==> src/rtl/mem_slot_sched.sv <==
`timescale 1ns/1ps
`default_nettype none
// ============================================================================
// Module   : mem_slot_sched
// Purpose  : Per-slot owner arbitration of SDRAM port A between the NES CPU,
//            the ROM loader and the battery-RAM backup engine.
// Revision : 1.0 - initial release
// ============================================================================
module mem_slot_sched #(
    parameter int         ADDR_W   = 22,
    parameter logic [1:0] RD_PHASE = 2'd0
) (
    input  logic              clk,
    input  logic              reset,
    input  logic [1:0]        nes_ce,
    input  logic              downloading,
    input  logic              ld_wr,
    input  logic [ADDR_W-1:0] ld_addr,
    input  logic [7:0]        ld_data,
    output logic              ld_overrun,
    input  logic              bk_session,
    input  logic              bk_req,
    input  logic              bk_we,
    input  logic [ADDR_W-1:0] bk_addr,
    input  logic [7:0]        bk_din,
    output logic              bk_ack,
    output logic [7:0]        bk_dout,
    input  logic [ADDR_W-1:0] cpu_addr,
    input  logic              cpu_rd,
    input  logic              cpu_wr,
    input  logic [7:0]        cpu_dout,
    output logic [7:0]        cpu_din,
    output logic              cpu_pause,
    input  logic              cpu_paused,
    output logic [ADDR_W-1:0] mem_addr,
    output logic              mem_rd,
    output logic              mem_wr,
    output logic [7:0]        mem_dout,
    input  logic [7:0]        mem_din,
    output logic [1:0]        owner
);

    localparam logic [2:0] c_ST_CPU      = 3'd0;
    localparam logic [2:0] c_ST_LOADER   = 3'd1;
    localparam logic [2:0] c_ST_PAUSING  = 3'd2;
    localparam logic [2:0] c_ST_BACKUP   = 3'd3;
    localparam logic [2:0] c_ST_RESUMING = 3'd4;

    localparam logic [1:0] c_OWN_CPU    = 2'd0;
    localparam logic [1:0] c_OWN_LOADER = 2'd1;
    localparam logic [1:0] c_OWN_BACKUP = 2'd2;
    localparam logic [1:0] c_OWN_TRANS  = 2'd3;

    logic [2:0]        r_state;
    logic [1:0]        r_owner;
    logic              r_cpu_pause;
    logic [ADDR_W-1:0] r_mem_addr;
    logic              r_mem_rd;
    logic              r_mem_wr;
    logic [7:0]        r_mem_dout;
    logic              r_pend;
    logic [ADDR_W-1:0] r_ld_addr;
    logic [7:0]        r_ld_data;
    logic              r_overrun;
    logic              r_bk_out;
    logic              r_bk_rd;
    logic [7:0]        r_bk_dout;

    logic w_bnd;
    logic w_consume;
    logic w_bk_done;

    assign w_bnd     = (nes_ce == 2'd1);
    assign w_consume = (r_state == c_ST_LOADER) && w_bnd && r_pend;
    // Writes complete at the end of their slot, reads at the data-valid phase.
    assign w_bk_done = r_bk_out && (r_bk_rd ? (nes_ce == RD_PHASE) : w_bnd);

    assign bk_ack     = w_bk_done && !reset;
    assign bk_dout    = (bk_ack && r_bk_rd) ? mem_din : r_bk_dout;
    assign ld_overrun = r_overrun;
    assign cpu_pause  = r_cpu_pause;
    assign owner      = r_owner;
    assign cpu_din    = mem_din;

    always_comb begin
        if (r_state == c_ST_CPU) begin
            mem_addr = cpu_addr;
            mem_rd   = cpu_rd;
            mem_wr   = cpu_wr;
            mem_dout = cpu_dout;
        end else begin
            mem_addr = r_mem_addr;
            mem_rd   = r_mem_rd;
            mem_wr   = r_mem_wr;
            mem_dout = r_mem_dout;
        end
    end

    always_ff @(posedge clk) begin
        if (reset) begin
            r_state     <= c_ST_CPU;
            r_owner     <= c_OWN_CPU;
            r_cpu_pause <= 1'b0;
            r_mem_addr  <= '0;
            r_mem_rd    <= 1'b0;
            r_mem_wr    <= 1'b0;
            r_mem_dout  <= 8'h00;
            r_pend      <= 1'b0;
            r_ld_addr   <= '0;
            r_ld_data   <= 8'h00;
            r_overrun   <= 1'b0;
            r_bk_out    <= 1'b0;
            r_bk_rd     <= 1'b0;
            r_bk_dout   <= 8'h00;
        end else begin
            if (ld_wr) begin
                r_ld_addr <= ld_addr;
                r_ld_data <= ld_data;
                r_pend    <= 1'b1;
            end else if (w_consume) begin
                r_pend <= 1'b0;
            end
            // A byte handed to memory on this very clk frees the latch in time.
            if (ld_wr && r_pend && !w_consume)
                r_overrun <= 1'b1;

            if (w_bk_done) begin
                r_bk_out <= 1'b0;
                if (r_bk_rd)
                    r_bk_dout <= mem_din;
            end

            if (w_bnd) begin
                r_mem_rd <= 1'b0;
                r_mem_wr <= 1'b0;
                case (r_state)
                    c_ST_CPU: begin
                        if (downloading) begin
                            r_state <= c_ST_LOADER;
                            r_owner <= c_OWN_LOADER;
                        end else if (bk_session) begin
                            r_state     <= c_ST_PAUSING;
                            r_owner     <= c_OWN_TRANS;
                            r_cpu_pause <= 1'b1;
                        end
                    end
                    c_ST_LOADER: begin
                        if (r_pend) begin
                            r_mem_wr   <= 1'b1;
                            r_mem_addr <= r_ld_addr;
                            r_mem_dout <= r_ld_data;
                        end else if (!downloading) begin
                            r_state <= c_ST_CPU;
                            r_owner <= c_OWN_CPU;
                        end
                    end
                    c_ST_PAUSING: begin
                        if (downloading || !bk_session) begin
                            r_state     <= c_ST_RESUMING;
                            r_cpu_pause <= 1'b0;
                        end else if (cpu_paused) begin
                            r_state <= c_ST_BACKUP;
                            r_owner <= c_OWN_BACKUP;
                        end
                    end
                    c_ST_BACKUP: begin
                        if (!r_bk_out && (downloading || !bk_session)) begin
                            r_state     <= c_ST_RESUMING;
                            r_owner     <= c_OWN_TRANS;
                            r_cpu_pause <= 1'b0;
                        end else if (!r_bk_out && bk_req) begin
                            r_mem_rd   <= !bk_we;
                            r_mem_wr   <= bk_we;
                            r_mem_addr <= bk_addr;
                            r_mem_dout <= bk_din;
                            r_bk_out   <= 1'b1;
                            r_bk_rd    <= !bk_we;
                        end
                    end
                    c_ST_RESUMING: begin
                        if (!cpu_paused) begin
                            r_state <= c_ST_CPU;
                            r_owner <= c_OWN_CPU;
                        end
                    end
                    default: begin
                        r_state <= c_ST_CPU;
                        r_owner <= c_OWN_CPU;
                    end
                endcase
            end
        end
    end

endmodule
`default_nettype wire

==> config.mk <==
export PLATFORM = sky130hd
export DESIGN_NAME = mem_slot_sched
export DESIGN_NICKNAME = d
export VERILOG_FILES = /design/src/rtl/mem_slot_sched.sv
export SDC_FILE = /design/constraint.sdc
export NUM_CORES = 1
export LEC_CHECK = 0
export ABC_AREA = 1
export CORE_MARGIN = 2
export CORE_UTILIZATION = 50
export DETAILED_ROUTE_END_ITERATION = 12
export DONT_BUFFER_PORTS = 1
export PLACE_DENSITY_LB_ADDON = 0.1
export SLEW_MARGIN = 20
export SYNTH_ARGS = -nofsm -noshare
export SYNTH_HDL_FRONTEND = slang
export SYNTH_SLANG_ARGS = --single-unit
==> constraint.sdc <==
create_clock -name clk -period 4.8 [get_ports clk]
set_clock_uncertainty 0.05 [all_clocks]
set_input_delay 0.96 -clock clk [delete_from_list [all_inputs] [get_ports clk]]
set_output_delay 0.96 -clock clk [all_outputs]
set_load 0.03 [all_outputs]
======== After elaboration in Yosys (flattened, before gate mapping) ========
Index checks and enable logic that the tools add are counted.
word-level totals
  bits in registers ....................... 80
  latch bits .............................. 0
  memory bits (writable) .................. 0
  bits in read-only memories .............. 0
  output and inout port bits .............. 53
  logic and storage cells ................. 111
  memories ................................ 0
operators by class
  $add $sub $neg .......................... 0
  multipliers ............................. 0
  div/mod/pow operators ................... 0
  magnitude comparators ................... 0
  eq/ne operators ......................... 19
  shift-type cells ........................ 0
  mux-type cells .......................... 51
  bitwise logic cells ..................... 1
  reductions and logical operators ........ 26
operator list
  cell                                                                   count
  22-bit two-way mux                                                     4
  22-bit one-hot mux with 2 select lines                                 1
  8-bit two-way mux                                                      5
  3-bit two-way mux                                                      8
  2-bit inequality test, second input constant                           12
  1-bit two-way mux                                                      20
  2-bit two-way mux                                                      8
  8-bit one-hot mux with 2 select lines                                  1
  3-bit one-hot mux with 5 select lines                                  1
  2-bit one-hot mux with 5 select lines                                  1
  1-bit logical AND                                                      9
  8-bit AND reduction                                                    1
  7-bit AND reduction                                                    1
  3-bit by 2-bit equality test with 1-bit output, second input constant  2
  3-bit inequality test, second input constant                           2
  6-bit AND reduction                                                    1
  1-bit logical NOT                                                      5
  5-bit AND reduction                                                    1
  4-bit AND reduction                                                    1
  2-bit nonzero test                                                     2
  3-bit by 1-bit equality test with 1-bit output, second input constant  1
  3-bit equality test, second input constant                             1
  3-bit logical NOT                                                      1
  1-bit one-hot mux with 3 select lines                                  1
  other kinds (7)                                                        7

======== Logic depth before layout (Yosys ltp) ========
Gate-level depths: netlist of the first run.
  depth in word-level cells ............... 8
  mapped depth ............................ 10
  depth with buffers taken out ............ 9

======== Worst setup path after synthesis of the first run ========
OpenSTA, ideal clock, no wires.
  kind .................................... input port to output port
  from .................................... in reset
  to ...................................... out bk_dout[0]
  arrival time ............................ 2.240 ns
  required time ........................... 3.790 ns
  slack ................................... 1.550 ns
  stages .................................. 4
  cell sequence ........................... clkbuf_1 -> nor2_1 -> clkbuf_1 -> o21ai_0
between the ends
  cells in the longest elaborated chain, start to end .. 4
RTL lines
  element            line  source
  from (decl)        14    input logic reset,
  1-bit logical NOT  78    assign bk_ack = w_bk_done && !reset;
  1-bit logical AND  78
  1-bit logical AND  79    assign bk_dout = (bk_ack && r_bk_rd) ? mem_din : r_bk_dout;
  8-bit two-way mux  79
  to (decl)          27    output logic [7:0] bk_dout,
Every way passes these cells.

======== Worst setup path after layout of the first run ========
  from .................................... reg r_state[0]
  to ...................................... out mem_wr
between the ends
  cells in the longest elaborated chain, start to end .. 2
RTL lines
  element                 line  source
  from (decl)             54    logic [2:0] r_state;
  from (signal assigned)  101   r_state <= c_ST_CPU;
  from (signal assigned)  139   r_state <= c_ST_LOADER;
  from (signal assigned)  142   r_state <= c_ST_PAUSING;
  3-bit logical NOT       86    if (r_state == c_ST_CPU) begin
  1-bit two-way mux       86
  to (decl)               37    output logic mem_wr,
Every way passes these cells.

==> results of run 1 <==
area by class of cell:
type	instances	area [um^2]	share of cell area, %
multi-input combinational	420	1990	49.2
timing repair buffer	1	7.51	0.186
clock inverter	7	96.3	2.39
inverter	25	93.8	2.32
tap	102	128	3.16
sequential	80	1600	39.7
clock buffer	9	124	3.07
kinds of logic after synthesis:
kind of cell	Yosys count	share of synthesized area (%)
AND/OR/NAND/NOR	326	33.6
flip-flops	80	41.1
buffers and inverters	65	8.12
AO/OA/AOI/OAI	63	8.19
multiplexers	31	8.96
worst max-delay path by stage:
stage | from | slack, ns | end | cells past startpoint
3_3_place_gp | nes_ce[0] | 1.57 | bk_dout[5] | 4
4_1_cts | r_state[0]$_SDFFE_PP0P_ | 1.47 | mem_wr | 4
3_5_place_dp | nes_ce[0] | 1.52 | bk_dout[6] | 5
6_report | r_state[0]$_SDFFE_PP0P_ | 1.48 | mem_wr | 4
2_1_floorplan | reset | 1.55 | bk_dout[0] | 4
5_1_grt | r_state[0]$_SDFFE_PP0P_ | 1.30 | mem_wr | 4
placed cells by master (no fill, tap or decap), drive strengths merged, types with 2 or more instances in the layout:
| cell | instances |
|---|---|
| mux2 | 31 |
| nor2 | 155 |
| nand2 | 125 |
| nand4 | 4 |
| clkinv | 2 |
| nor3 | 2 |
| dfxtp | 80 |
| a21oi | 10 |
| nand3b | 2 |
| clkbuf | 9 |
| nand3 | 38 |
| clkinvlp | 3 |
| bufinv | 2 |
| o21ai | 51 |
| inv | 25 |
stage by stage:
step | hold slack, ns | area [um^2] | worst slack, ns | std cells
floorplan | 0.395 | 3900 | 1.55 | 565
finish | 0.426 | 4040 | 1.48 | 644
CTS | 0.431 | 4030 | 1.47 | 644
detailed placement | 0.416 | 3810 | 1.52 | 628
global placement | 0.408 | 3810 | 1.57 | 628
global route | 0.452 | 4040 | 1.30 | 644
registers in the layout (all words and copies together), names as in the netlist:
register and flops:
r_mem_addr 22, r_bk_dout 8, r_mem_wr 1, r_pend 1, r_bk_rd 1, r_bk_out 1
cpu_pause 1, r_ld_data 8, ld_overrun 1, r_mem_dout 8, r_mem_rd 1, r_ld_addr 22
owner 2, r_state 3
worst register-to-register path, stage by stage, from the launching register on:
cell	delay, ns
dfxtp_1	0.51
nand2_1	0.14
nor2_4	0.11
buf_4	0.36
inv_1	0.56
nand2_1	0.21
nand3_1	0.11
nand2_1	0.10
nor2_1	0.05
where the power goes:
part	internal [mW]	total, mW	switching [mW]
logic	0.0826	0.263	0.181
registers	0.690	0.712	0.0227
clock network	0.293	0.550	0.257
total	1.06	1.53	0.461
layer usage:
layer	wire, um	track usage (%)	share of wire, %
met4	102	8.21	1.1
met5	0	0	0
met3	784	7.15	8.5
met1	3950	26.8	43
met2	4420	35.7	48
==> qor.yml, run 1 <==
insertion_delay_ns: 0.36
synth_area_leaders: "dfxtp_1, nor2_1, nand2_1, mux2_2, o21ai_0"
grt_overflow: 0
yosys.area.top_type_share_pct: 41.1
cts.reportedPaths.clkPinSlew_ns: 0.08
peakVddDrop_mv: 0.187
hold_violations: 0
cts_setup_buffers: 0
tns_ns: 0
worstSetupEndpointType: "output pin"
syn_nets: 675
synth_area_mm2: 0.00390
syn2layout_area_growth_pct: 3.60
grt_pass1_vias: 3112
avgViaCountPerCell: 5.31
yosysUniqueCellTypes: 22
drt_iter0_drc: 138
rsz0062_at_grt: "no"
crit_fanout: 38
drive_gt1_share_pct: 10.5
antenna_found_initial: 0
worstHoldStart: "r_bk_dout[1]$_SDFFE_PP0P_"
nNetsFinal: 647
power_density_mw_per_mm2: 378
slowest_delay_ns: 0.68
crit_buf_inv: 0
max-cap-violations: 0
cts_hold_buffers: 0
cts_tree: "built"
r2r_setup_slack_ns: 2.49
cts_made_buffers: 9
io_pins: 163
maxSlewViolCount: 0
yosys_warnings: 0
h-tree-depth: 3
grt_pass1_wl_um: 14700
wl_per_cell_um: 14.4
syn_avg_cell_area_um2: 6.90
ant_nets: 0
slew-limit-headroom_pct: 31.7
fillCellCount: 814
yosysMostFrequentCell: "nor2_1"
die_w_um: 92.3
cts-root-buf: "clkbuf_8"
r2r-end: "r_mem_addr[11]$_SDFFE_PP0P_"
numClockSinks: 80
seq_area_frac_synth_pct: 41.1
holdPathStages: 2
crit_family: "simple AND/OR/NAND/NOR gates"
max_freq_ghz: 0.301
path_cells: "nor2_2 > nand2_2 > nor2_1 > a21oi_1"
ys_top_cells_by_count: "nor2_1, nand2_1, dfxtp_1"
worstMarginPinSlew_ns: 1.02
worstSetupStartpointType: "register"
rows: 32
grtUsageTotal_pct: 21.8
cts-resized-gates: 0
crit_arrival_ns: 2.31
finalPower_mw: 1.53
gp_congestion: 0.966
leakage_nw: 1.62
hpwl_um: 6130
synth_edf_count: 0
ys.flop_type: "dfxtp_1"
io_buffers: 0
die_area_mm2: 0.00851
min_to: "r_bk_dout[1]$_SDFFE_PP0P_"
vias: 3417
crit_type: "reg2out"
die_h_um: 92.3
rr_startpoint: "r_state[0]$_SDFFE_PP0P_"
grt_max_degree: 68
route.final.wire_length_um: 9250
clock_path_buffers: 2
async_reset_ff_share_pct: 0
setup_violations: 0
antenna_cells: 0
period_share_pct: 69.2
first_pass_iters: 6
min_path_type: "reg2reg"
post-route-drc-count: 0
ys_ff_latch: 80
rr_worst_depth: 8
period_needed_ns: 3.32
worst_path_max_delay_cell: "nand2_2"
fin_util_pct: 52.8
synth_top_cell_by_area: "dfxtp_1"
outcome: "completed"
start_util_pct: 50.9
synthCells: 565
core_area_mm2: 0.00765
cp.required_ns: 3.79
Power figures use the tool's default switching activity.
==> run 2: changes to the inputs <==
==> constraint.sdc (replaced) <==
create_clock -name clk -period 3.45 [get_ports clk]
set_clock_uncertainty 0.05 [all_clocks]
set_input_delay 0.69 -clock clk [delete_from_list [all_inputs] [get_ports clk]]
set_output_delay 0.69 -clock clk [all_outputs]
set_load 0.03 [all_outputs]
==> qor.yml, run 2 (same netlist as run 1, synthesis figures left out) <==
post-route-drc-count: 0  # unchanged
grt_pass1_wl_um: 14900  # was 14700 um
period_share_pct: 85.4
hpwl_um: 6310  # was 6130 um
route.final.wire_length_um: 9030  # was 9250 um
worstSetupEndpointType: "output pin"  # unchanged
internal-power_mw: 1.49  # was 1.06 mW
antenna_cells: 0  # unchanged
grt_pass1_vias: 3181  # was 3112
hold_violations: 0  # unchanged
crit_arrival_ns: 2.21  # was 2.31 ns
peakVddDrop_mv: 0.233  # was 0.187 mV
syn2layout_area_growth_pct: 5.91  # was 3.60%
avgViaCountPerCell: 5.17  # was 5.31
wl_per_cell_um: 13.8  # was 14.4 um
insertion_delay_ns: 0.34  # was 0.36 ns
h-tree-depth: 3  # unchanged
cts-root-buf: "clkbuf_8"  # unchanged
vias: 3394  # was 3417
min_path_type: "in2reg"  # was reg2reg
tns_ns: 0  # unchanged
crit_type: "reg2out"  # unchanged
worstMarginPinSlew_ns: 0.988  # was 1.02 ns
switching_share_pct: 29.3  # was 30.2%
grtUsageTotal_pct: 21.6  # was 21.8%
drive_gt1_share_pct: 12.1  # was 10.5%
power_density_mw_per_mm2: 509  # was 378 mW/mm^2
cts_tree: "built"  # unchanged
pwr-share-clk_pct: 35.4  # was 36.0%
antenna_found_initial: 0  # unchanged
die_area_mm2: 0.00851  # unchanged
drt_iter0_drc: 124  # was 138
rsz0062_at_grt: "no"  # unchanged
seqPwrFrac_pct: 47.1  # was 46.7%
r2r_setup_slack_ns: 1.23  # was 2.49 ns
core_area_mm2: 0.00765  # unchanged
nNetsFinal: 659  # was 647
outcome: "completed"  # unchanged
die_h_um: 92.3  # unchanged
ant_nets: 0  # unchanged
clock_path_buffers: 2  # unchanged
die_w_um: 92.3  # unchanged
cp.required_ns: 2.71  # was 3.79 ns
dp_cells: 640  # was 628
gp_congestion: 0.981  # was 0.966
maxSlewViolCount: 0  # unchanged
io_pins: 163  # unchanged
first_pass_iters: 4  # was 6
slew-limit-headroom_pct: 34.1  # was 31.7%
final_common_cell: "nor2_1"  # unchanged
switchingPower_mw: 0.616  # was 0.461 mW
cts.reportedPaths.clkPinSlew_ns: 0.08  # about the same
fin_ws_ns: 0.503  # was 1.48 ns
leakage_nw: 1.69  # was 1.62 nW
rows: 32  # unchanged
final_cells: 656  # was 644
worstSetupStartpointType: "register"  # unchanged
period_needed_ns: 2.95
cts_made_buffers: 9  # unchanged
io_buffers: 0  # unchanged
cts-resized-gates: 0  # unchanged
max_freq_ghz: 0.339
post-place-ws_ns: 0.765  # was 1.52 ns
start_util_pct: 50.9  # unchanged
crit_fanout: 32  # was 38
cts_hold_buffers: 0  # unchanged
max-cap-violations: 0  # unchanged
largestRegisters: "r_ld_addr (22), r_mem_addr (22)"  # unchanged
setup_violations: 0  # unchanged
power_frac_comb_pct: 17.4  # was 17.3%
numClockSinks: 80  # unchanged
final_cell_mix: "nor2_1, nand2_1, dfxtp_1, o21ai_0, nand3_1"  # unchanged
grt_overflow: 0  # unchanged
cts_setup_buffers: 0  # unchanged
grt_max_degree: 41  # was 68
[run 2: cell types whose count changed in the layout (fill, tap and decap cells not counted), sizes merged]
cell      delta
buf         +12
clkbuf       +2
clkinvlp     -2
[run 2: final cells by class]
cell class / count / area, um^2
Inverter: 25 / 93.8
Tap cell: 102 / 128
Multi-Input combinational cell: 420 / 1980
Timing Repair Buffer: 13 / 110
Clock inverter: 5 / 81.3
Clock buffer: 11 / 131
Fill cell: 777 / 3520
Sequential cell: 80 / 1600
[run 2: metrics by stage]
step / area [um^2] / utilization [%] / hold WS (ns) / total power, mW
after global placement: 3910 / 51.2 / 0.408 / 1.38
after detailed placement: 3910 / 51.2 / 0.414 / 1.38
after global routing: 4130 / 54.0 / 0.343 / 2.20
after floorplan: 3900 / - / 0.395 / 1.36
after CTS: 4130 / 54.0 / 0.345 / 2.12
final: 4130 / 54.0 / 0.358 / 2.10
[run 2: power groups by stage]
stage / Clock, mW / Combinational (mW) / Sequential, mW
after floorplan: 0 / 0.360 / 1.00
after global placement: 0 / 0.366 / 1.01
after detailed placement: 0 / 0.369 / 1.01
after CTS: 0.760 / 0.372 / 0.990
after global routing: 0.802 / 0.404 / 0.995
final: 0.744 / 0.367 / 0.990
[run 2: final timing paths]
path	startpoint	to	cells past startpoint
setup / recovery	r_state[2]$_SDFFE_PP0P_	mem_dout[7]	4
hold / removal	reset	ld_overrun$_SDFFE_PP0P_	1
setup reg to reg	r_state[0]$_SDFFE_PP0P_	r_mem_addr[21]$_SDFFE_PP0P_	8
hold reg to reg	r_bk_dout[1]$_SDFFE_PP0P_	r_bk_dout[1]$_SDFFE_PP0P_	2
[run 2: worst max-delay path, cell delays in order, from the launching register on]
cell and delay (ns):
dfxtp_1 0.47, inv_2 0.11, nand2_2 0.55, buf_4 0.29, mux2_2 0.44
[run 2: routing by layer]
metal,wire [um],GRT usage [%],part of all wire [%],vias to the layer above
met5,0,0,0,-
met3,769,4.85,8.5,9
li1,-,-,-,1755
met2,4300,36.0,48,130
met1,3870,27.7,43,1500
met4,91,6.97,1.0,0
==> run 3: changes to the inputs <==
--- a/config.mk
+++ b/config.mk
@@ -8,9 +8,11 @@
 export ABC_AREA = 1
 export CORE_MARGIN = 2
 export CORE_UTILIZATION = 50
+export CTS_BUF_LIST = sky130_fd_sc_hd__clkbuf_2
 export DETAILED_ROUTE_END_ITERATION = 12
 export DONT_BUFFER_PORTS = 1
 export PLACE_DENSITY_LB_ADDON = 0.1
+export SETUP_SLACK_MARGIN = 0.02
 export SLEW_MARGIN = 20
 export SYNTH_ARGS = -nofsm -noshare
 export SYNTH_HDL_FRONTEND = slang
==> qor.yml, run 3 (same netlist as run 1, synthesis figures left out) <==
outcome: "completed"  # unchanged
fin_ws_ns: 0.279  # was 0.503 ns
hpwl_um: 6310  # unchanged
route.final.wire_length_um: 9040  # was 9030 um
grt_pass1_vias: 3193  # was 3181
use_met2_pct: 36.6  # was 36.0%
io_buffers: 0  # unchanged
antenna_cells: 0  # unchanged
worstSetupEndpointType: "output pin"  # unchanged
cts-root-buf: "clkbuf_2"  # was clkbuf_8
grt_pass1_wl_um: 14900  # about the same
cts_made_buffers: 9  # unchanged
crit_fanout: 32  # unchanged
numClockSinks: 80  # unchanged
crit_arrival_ns: 2.43  # was 2.21 ns
grtUsageTotal_pct: 21.7  # was 21.6%
avgViaCountPerCell: 5.17  # about the same
nNetsFinal: 659  # unchanged
r2r_setup_slack_ns: 1.21  # was 1.23 ns
max-cap-violations: 0  # unchanged
worstHoldStart: "reset"  # unchanged
hold_violations: 0  # unchanged
final_cells: 656  # unchanged
syn2layout_area_growth_pct: 3.95  # was 5.91%
grt_max_degree: 41  # unchanged
die_area_mm2: 0.00851  # unchanged
post-route-drc-count: 0  # unchanged
max_freq_ghz: 0.315  # was 0.339 GHz
rsz0062_at_grt: "no"  # unchanged
first_pass_iters: 4  # unchanged
io_pins: 163  # unchanged
switching_share_pct: 31.3  # was 29.3%
cts_setup_buffers: 0  # unchanged
worstMarginPinSlew_ns: 0.965  # was 0.988 ns
min_to: "ld_overrun$_SDFFE_PP0P_"  # unchanged
antenna_found_initial: 0  # unchanged
vias: 3390  # was 3394
grt_busiest_layer: "met2"  # unchanged
r2r-end: "r_mem_addr[21]$_SDFFE_PP0P_"  # unchanged
setup_violations: 0  # unchanged
worstSetupStartpointType: "register"  # unchanged
dp_cells: 640  # unchanged
maxSlewViolCount: 0  # unchanged
final_common_cell: "nor2_1"  # unchanged
cts_hold_buffers: 0  # unchanged
period_needed_ns: 3.17  # was 2.95 ns
clock_path_buffers: 2  # unchanged
internal-power_mw: 1.33  # was 1.49 mW
largestRegisters: "r_ld_addr (22), r_mem_addr (22)"  # unchanged
power_density_mw_per_mm2: 477  # was 509 mW/mm^2
grt_overflow: 0  # unchanged
power_frac_comb_pct: 19.0  # was 17.4%
whs_ns: 0.157  # was 0.358 ns
use_met3_pct: 4.60  # was 4.85%
holdPathStages: 1  # unchanged
wl_per_cell_um: 13.8  # about the same
peakVddDrop_mv: 0.232  # was 0.233 mV
insertion_delay_ns: 0.51  # was 0.34 ns
drt_iter0_drc: 117  # was 124
worst_path_max_delay_cell: "nand2_2"  # unchanged
finalPower_mw: 1.93  # was 2.10 mW
post-place-ws_ns: 0.765  # unchanged
slew-limit-headroom_pct: 35.6  # was 34.1%
cts.reportedPaths.clkPinSlew_ns: 0.22  # was 0.08 ns
ant_nets: 0  # unchanged
seqPwrFrac_pct: 51.5  # was 47.1%
rows: 32  # unchanged
h-tree-depth: 3  # unchanged
leakage_nw: 1.67  # was 1.69 nW
cts-resized-gates: 0  # unchanged
cp.required_ns: 2.71  # about the same
start_util_pct: 50.9  # unchanged
slowest_delay_ns: 0.56  # was 0.55 ns
die_h_um: 92.3  # unchanged
rr_worst_depth: 8  # unchanged
min_path_type: "in2reg"  # unchanged
period_share_pct: 91.9  # was 85.4%
tns_ns: 0  # unchanged
globalRouteMet1Util_pct: 27.2  # was 27.7%
rr_startpoint: "r_state[0]$_SDFFE_PP0P_"  # unchanged
drive_gt1_share_pct: 12.5  # was 12.1%
die_w_um: 92.3  # unchanged
gp_congestion: 0.981  # unchanged
final_cell_mix: "nor2_1, nand2_1, dfxtp_1, o21ai_0, nand3_1"  # unchanged
path_cells: "nor2_2 > nand2_2 > buf_4 > mux2_2"  # was inv_2 > nand2_2 > buf_4 > mux2_2
cts_tree: "built"  # unchanged
switchingPower_mw: 0.604  # was 0.616 mW
fillCellCount: 789  # was 777
pwr-share-clk_pct: 29.5  # was 35.4%
core_area_mm2: 0.00765  # unchanged
crit_type: "reg2out"  # unchanged
==> run 3: cell type report <==
type	count	area (um^2)	area share, %
Clock buffer	11	55.1	1.36
Timing Repair Buffer	13	110	2.72
Inverter	25	93.8	2.32
Sequential cell	80	1600	39.5
Tap cell	102	128	3.15
Clock inverter	5	81.3	2.01
Multi-Input combinational cell	420	1980	48.9
==> run 3: power groups by stage <==
stage / Combinational [mW] / Clock [mW] / Sequential, mW
final: 0.368 / 0.569 / 0.994
after global routing: 0.404 / 0.624 / 0.999
after CTS: 0.372 / 0.585 / 0.994
after detailed placement: 0.369 / 0 / 1.01
after global placement: 0.366 / 0 / 1.01
after floorplan: 0.360 / 0 / 1.00
==> run 3: critical path, delay by kind of cell (launching register included) <==
family | cells | cell delay [ns]
AND/OR/NAND/NOR | 2 | 0.66
flip-flops | 1 | 0.53
multiplexers | 1 | 0.44
buffers and inverters | 1 | 0.30
==> run 3: per-stage QoR <==
stage               util [%]  area [um^2]
detailed placement      51.2         3910
global placement        51.2         3910
global route            53.0         4050
CTS                     53.0         4050
floorplan                  -         3900
finish                  53.0         4050
==> run 3: routing by layer <==
layer | up-vias | part of all wire, %
li1 | 1760 | -
met1 | 1494 | 44
met2 | 122 | 47
met3 | 14 | 7.5
met4 | 0 | 1.5
met5 | - | 0
==> run 3: how the worst max path moves through the flow <==
stage	startpoint	slack, ns	cells past startpoint	endpoint
floorplan	reset	0.74	4	bk_dout[0]
global placement	nes_ce[0]	0.86	6	bk_dout[5]
detailed placement	nes_ce[0]	0.76	6	bk_dout[6]
CTS	r_state[0]$_SDFFE_PP0P_	0.21	4	mem_dout[7]
global route	r_state[0]$_SDFFE_PP0P_	0.12	4	mem_dout[7]
finish	r_state[0]$_SDFFE_PP0P_	0.28	4	mem_dout[7]
